==> config.mk <==
export PLATFORM = sky130hd
export DESIGN_NAME = stage4_mem_wb_feed
export DESIGN_NICKNAME = d
export VERILOG_FILES = /design/src/rtl/stage4_mem_wb_feed_pkg.sv /design/src/rtl/stage4_mem_wb_feed_mem_load_align.sv /design/src/rtl/stage4_mem_wb_feed.sv
export SDC_FILE = /design/constraint.sdc
export NUM_CORES = 1
export LEC_CHECK = 0
export CAP_MARGIN = 20
export CELL_PAD_IN_SITES_DETAIL_PLACEMENT = 0
export CELL_PAD_IN_SITES_GLOBAL_PLACEMENT = 1
export CORE_AREA = 5 5 143 145
export CTS_CLUSTER_DIAMETER = 120
export DETAILED_ROUTE_END_ITERATION = 8
export DIE_AREA = 0 0 148 150
export PLACE_DENSITY = 0.81
export SETUP_SLACK_MARGIN = 0.05
export SLEW_MARGIN = 30
export SYNTH_ARGS = -nofsm -noshare
export SYNTH_HDL_FRONTEND = slang
export SYNTH_SLANG_ARGS = --single-unit
==> constraint.sdc <==
create_clock -name clk -period 4.2 [get_ports clk]
set_input_delay 1.26 -clock clk [delete_from_list [all_inputs] [get_ports clk]]
set_output_delay 1.26 -clock clk [all_outputs]
set_load 0.02 [all_outputs]
==> src/rtl/stage4_mem_wb_feed_pkg.sv <==
// Shared definitions for the MEM stage: bus widths, EX->MEM bus layout and load opcodes.
// EX and decode compile against the same widths and encodings.
package stage4_mem_wb_feed_pkg;

    localparam int WIDTH_ES_TO_MS_BUS = 74;
    localparam int WIDTH_MS_TO_WS_BUS = 70;
    localparam int WIDTH_MS_TO_DS_BUS = 39;

    localparam int ES_PC_LSB        = 0;
    localparam int ES_GR_WE_BIT     = 32;
    localparam int ES_RES_FROM_MEM  = 33;
    localparam int ES_DEST_LSB      = 34;
    localparam int ES_RESULT_LSB    = 39;
    localparam int ES_LD_OP_LSB     = 71;

    typedef enum logic [2:0] {
        LD_W  = 3'b000,
        LD_B  = 3'b001,
        LD_H  = 3'b010,
        LD_BU = 3'b101,
        LD_HU = 3'b110
    } ld_op_e;

    // Field order matches the packed bit layout of es_to_ms_bus (MSB first).
    typedef struct packed {
        logic [2:0]  ld_op;
        logic [31:0] result;
        logic [4:0]  dest;
        logic        res_from_mem;
        logic        gr_we;
        logic [31:0] pc;
    } es_to_ms_t;

endpackage

==> src/rtl/stage4_mem_wb_feed_mem_load_align.sv <==
// Combinational load extraction: selects the byte/halfword lane of a load word
// and sign- or zero-extends it; unknown opcodes return the whole word.
module mem_load_align
    import stage4_mem_wb_feed_pkg::*;
(
    input  logic [31:0] i_load_word,
    input  logic [2:0]  i_ld_op,
    input  logic [1:0]  i_addr,
    output logic [31:0] o_result
);

    logic [7:0]  w_byte;
    logic [15:0] w_half;

    always_comb begin
        w_byte = i_load_word[7:0];
        case (i_addr)
            2'b00:   w_byte = i_load_word[7:0];
            2'b01:   w_byte = i_load_word[15:8];
            2'b10:   w_byte = i_load_word[23:16];
            default: w_byte = i_load_word[31:24];
        endcase
    end

    // Halfword lane depends only on addr[1]; addr[0] is deliberately ignored.
    assign w_half = i_addr[1] ? i_load_word[31:16] : i_load_word[15:0];

    always_comb begin
        o_result = i_load_word;
        case (i_ld_op)
            LD_B:    o_result = {{24{w_byte[7]}}, w_byte};
            LD_BU:   o_result = {24'd0, w_byte};
            LD_H:    o_result = {{16{w_half[15]}}, w_half};
            LD_HU:   o_result = {16'd0, w_half};
            default: o_result = i_load_word;
        endcase
    end

endmodule

==> src/rtl/stage4_mem_wb_feed.sv <==
// MEM pipeline stage: registers the EX bus, holds SRAM read data across write-back
// stalls, extracts load data and drives the write-back and decode-forwarding buses.
module stage4_mem_wb_feed
    import stage4_mem_wb_feed_pkg::*;
(
    input  logic                          clk,
    input  logic                          reset,
    input  logic                          es_to_ms_valid,
    output logic                          ms_allow_in,
    input  logic [WIDTH_ES_TO_MS_BUS-1:0] es_to_ms_bus,
    input  logic [31:0]                   data_sram_rdata,
    input  logic                          ws_allow_in,
    output logic                          ms_to_ws_valid,
    output logic [WIDTH_MS_TO_WS_BUS-1:0] ms_to_ws_bus,
    output logic [WIDTH_MS_TO_DS_BUS-1:0] ms_to_ds_bus
);

    logic        r_ms_valid;
    es_to_ms_t   r_bus;
    logic        r_hold_vld;
    logic [31:0] r_hold_data;

    logic        w_ready_go;
    logic        w_leave;
    logic        w_enter;
    logic [31:0] w_load_word;
    logic [31:0] w_extracted;
    logic [31:0] w_final_result;

    assign w_ready_go     = 1'b1;
    assign ms_allow_in    = !r_ms_valid || (w_ready_go && ws_allow_in);
    assign ms_to_ws_valid = r_ms_valid && w_ready_go;
    assign w_leave        = r_ms_valid && ws_allow_in;
    assign w_enter        = es_to_ms_valid && ms_allow_in;

    always_ff @(posedge clk or negedge reset) begin
        if (!reset) begin
            r_ms_valid <= 1'b0;
        end else if (ms_allow_in) begin
            r_ms_valid <= es_to_ms_valid;
        end
    end

    always_ff @(posedge clk or negedge reset) begin
        if (!reset) begin
            r_bus <= '0;
        end else if (w_enter) begin
            r_bus <= es_to_ms_t'(es_to_ms_bus);
        end
    end

    // The SRAM only presents this instruction's data on its first MEM cycle;
    // EX moves on to a new address afterwards, so a stall must capture it.
    always_ff @(posedge clk or negedge reset) begin
        if (!reset) begin
            r_hold_vld  <= 1'b0;
            r_hold_data <= '0;
        end else if (w_leave || w_enter) begin
            r_hold_vld  <= 1'b0;
        end else if (r_ms_valid && !ws_allow_in && !r_hold_vld) begin
            r_hold_vld  <= 1'b1;
            r_hold_data <= data_sram_rdata;
        end
    end

    assign w_load_word = r_hold_vld ? r_hold_data : data_sram_rdata;

    mem_load_align u_load_align (
        .i_load_word (w_load_word),
        .i_ld_op     (r_bus.ld_op),
        .i_addr      (r_bus.result[1:0]),
        .o_result    (w_extracted)
    );

    assign w_final_result = r_bus.res_from_mem ? w_extracted : r_bus.result;

    assign ms_to_ws_bus = {w_final_result, r_bus.dest, r_bus.gr_we, r_bus.pc};
    assign ms_to_ds_bus = {r_ms_valid && r_bus.gr_we, r_bus.dest, r_bus.res_from_mem, w_final_result};

endmodule

==> key figures <==
Final layout
  – Share of layout cells above drive strength 1: 43.7%
  – Most frequent cells in the layout: 151 x clkdlybuf4s50_1, 119 x mux2_2, 106 x dfrtp_1
  – Most common cell after layout, fill and taps aside: clkdlybuf4s50_1
  – Layout Utilization: 44.3%
  – Final cell count without fillers: 885
  – Post-layout net count: 754
  – Ant diodes: 0
  – Filler instances: 1757
  – Area grow syn2layout: 46.4%
  – Reg area: 2710 sq um
  – Area of the multi-input gates: 2580 sq um

Setup path
  – Worst reg2reg path depth: 4
  – Startpoint Class: input pin
  – Worst-path maximum fanout: 4
  – Crit path max-delay family: multiplexers
  – Buf/Inv on CP: 4
  – Crit-path max cell delay: 0.51 ns
  – Reg2reg end: r_hold_data[16]
  – Crit-path cells: buf_6 -> mux2_4 -> mux4_2 -> a311oi_4 -> o21a_4 -> buf_12 -> buf_8 -> a311oi_2 -> buf_4
  – Flop2flop setup slack: 2.24 ns
  – Worst r2r src: r_hold_vld
  – Crit path DAT: 3.10 ns
  – Worst EP required: 2.94 ns
  – Critical path class: input pin to output port
  – Crit end category: output port
  – Slowest-stage cell, CP: mux4_2

Clock network
  – CTS Sinks: 108
  – Hold-fix buffers, CTS: 0
  – Root buf cell: clkbuf_16
  – Worst-skew pair later-pin latency: 0.35 ns
  – CTS Buf Count: 9
  – Reg clk slew, reported paths: 0.07 ns
  – Clk buf depth: 2
  – CTS H-tree lvls: 3
  – TritonCTS clock tree: yes

Die
  – Initial cell density of the core: 30.3%
  – Core area: 19100 sq um
  – Core Rows: 51
  – Ports: 221
  – Die extent in x: 148 um
  – Die H: 150 um
  – Die area: 22200 sq um

Synthesis
  – Mux contribution to synthesized area: 29.6%
  – Post-Synth Adder-Cell Area: 0.434%
  – Sequential fraction of the synthesis area: 46.8%
  – Post-Syn Instances: 472
  – Distinct cells, synth: 35
  – Yosys warns: 0
  – Synth Area in Simple Gates: 3.90%
  – Ranking of synthesized cells by area: dfrtp_1 47%, mux2_2 24%, buf_4 9.9%, mux2i_1 2.6%, o22ai_1 2.5%
  – Post-Syn Area: 5770 sq um
  – Main synth FF type: dfrtp_1
  – Complex-gate fraction of the synthesized area: 6.87%
  – Syn avg cell area: 12.2 sq um
  – Asr flop ratio synth: 100%
  – XOR/XNOR share of the synthesized area: 0%
  – Combinational family with the most area after synthesis: multiplexers
  – Syn nets: 584
  – Synth top area share: 46.8%
  – Synthesis-stage register bit count: 108
  – Count of flip-flops with a built-in enable after synthesis: 0
  – Largest area contributor in the netlist: dfrtp_1

Detailed routing
  – Iter 0 DRT Violations: 131
  – Detailed-route wire length per cell: 19.6 um
  – Post-route ant nets: 0
  – WL final: 17400 um
  – Via count: 4294
  – # DRC: 0
  – DRT Pass-1 Iters: 4
  – Via density: 4.85

STA
  – Fmax: 229 MHz
  – Final clock period utilization by the worst path: 104%
  – Skew final: 0.00896 ns
  – Final Hold Viols: 0
  – Final Setup Violations: 46
  – Rel. slew slack: 42.6%
  – Hold WS: 0.510 ns
  – PnR worst setup slack: -0.165 ns
  – Unrepaired setup endpoints after global routing: true
  – Slew of the pin with the lowest slew margin: 0.861 ns
  – Post-layout min period: 4.36 ns
  – Slew Limit Fails: 0

Pwr
  – Power density cells: 480 nW/um^2
  – Maximum vdd drop: 0.000202 V
  – Static leakage: 0.00350 uW
  – Overall power: 4060 uW

Global routing
  – Number of global-route vias before repair: 4886
  – First-pass GRT wire length: 27100 um
  – Congestion Overflow GR: 0
  – Largest net degree at the start of global routing: 65
  – GRT Total Usage: 15.7%
  – Initial antenna violation count: 0

Hold path
  – Hold depth: 1
  – Hold crit path type: register to register
  – Critical hold path startpoint: r_hold_data[17]
  – Hold Path End: r_hold_data[17]

Placed design
  – Dpl hpwl: 12800 um
  – Port bufs: 220
  – Placed cells: 853
  – Routability cong.: 0.754

Outcome
  – Violated checks: negative setup slack
  – Status: finished, violations left

Flow run
  – Max Cap Violations: 0
[routing by layer]
layer / up-vias / GRT usage [%] / share of wire (%)
met1: 2168 / 18.2 / 41
met3: 17 / 5.63 / 7.7
met4: 0 / 4.71 / 1.6
li1: 1940 / - / -
met5: - / 0 / 0
met2: 169 / 27.2 / 50
[logic make-up after synthesis]
family | Yosys count
AOI/OAI and AO/OA | 54
muxes | 145
DFF | 108
buffers and inverters | 109
adders and majority gates | 2
and+or+nand+nor | 54
[cells in the mapped netlist, types with 3 or more instances]
master    instances
mux2i_1          15
o22a_1            5
a311oi_1          8
nand2b_1          3
inv_1             7
o22ai_1          23
a21oi_1          10
mux4_1            3
nor2_1           22
nand2_1          23
dfrtp_1         108
buf_4            76
mux4_2            4
mux2_2          122
clkbuf_1         22
[flip-flops by register name, indices dropped and copies added, names as in the netlist]
| register | flops |
|---|---|
| ms_to_ds_bus | 6 |
| ms_to_ws_bus | 33 |
| ms_to_ws_valid | 1 |
| r_bus | 35 |
| r_hold_data | 32 |
| r_hold_vld | 1 |
[metrics by stage]
step                      instance area [sq um]  worst slack [ns]  TNS, ns
after floorplan                            5830           -0.0965    -1.30
after detailed placement                   7900            -0.810   -41.08
after global placement                     7900            -0.777   -39.54
final                                      8450            -0.165    -3.87
after CTS                                  8270            -0.239    -4.40
after global routing                       8450            -0.223    -6.41
[worst max path at each step]
stage                       end  depth (start not counted)           startpoint
2_1_floorplan  ms_to_ws_bus[60]                          7  data_sram_rdata[23]
3_5_place_dp   ms_to_ws_bus[67]                          8  data_sram_rdata[23]
6_report       ms_to_ws_bus[57]                          9  data_sram_rdata[23]
5_1_grt        ms_to_ws_bus[57]                          9  data_sram_rdata[23]
3_3_place_gp   ms_to_ds_bus[24]                          8  data_sram_rdata[23]
4_1_cts        ms_to_ds_bus[24]                         10  data_sram_rdata[23]
[where the power goes]
group | internal (uW) | switching (uW)
clock network | 406 | 404
registers | 1210 | 114
logic | 967 | 952
[layout make-up]
class / instances / share of cell area [%]
Clock inverter: 5 / 0.444
Multi-Input combinational cell: 255 / 30.5
Inverter: 7 / 0.311
Sequential cell: 108 / 32.0
Timing Repair Buffer: 261 / 30.4
Clock buffer: 11 / 2.75
Tap cell: 238 / 3.52
[worst register-to-register path, cell delays in order, from the launching register on]
cell and delay (ns):
dfrtp_2 0.49, buf_4 0.27, nor2_4 0.49, buf_12 0.24, mux2_2 0.36
[timing repair]
| action | CTS | global route |
|---|---|---|
| resized for setup | 342 | 65 |
| setup endpoints to repair | 64 | 58 |
| setup buffers | 13 | 4 |
| hold endpoints to repair | 0 | 0 |
| cloned | 1 | 0 |
| pin swaps | 8 | 2 |
No activity file was read; power rests on OpenSTA's default activity.
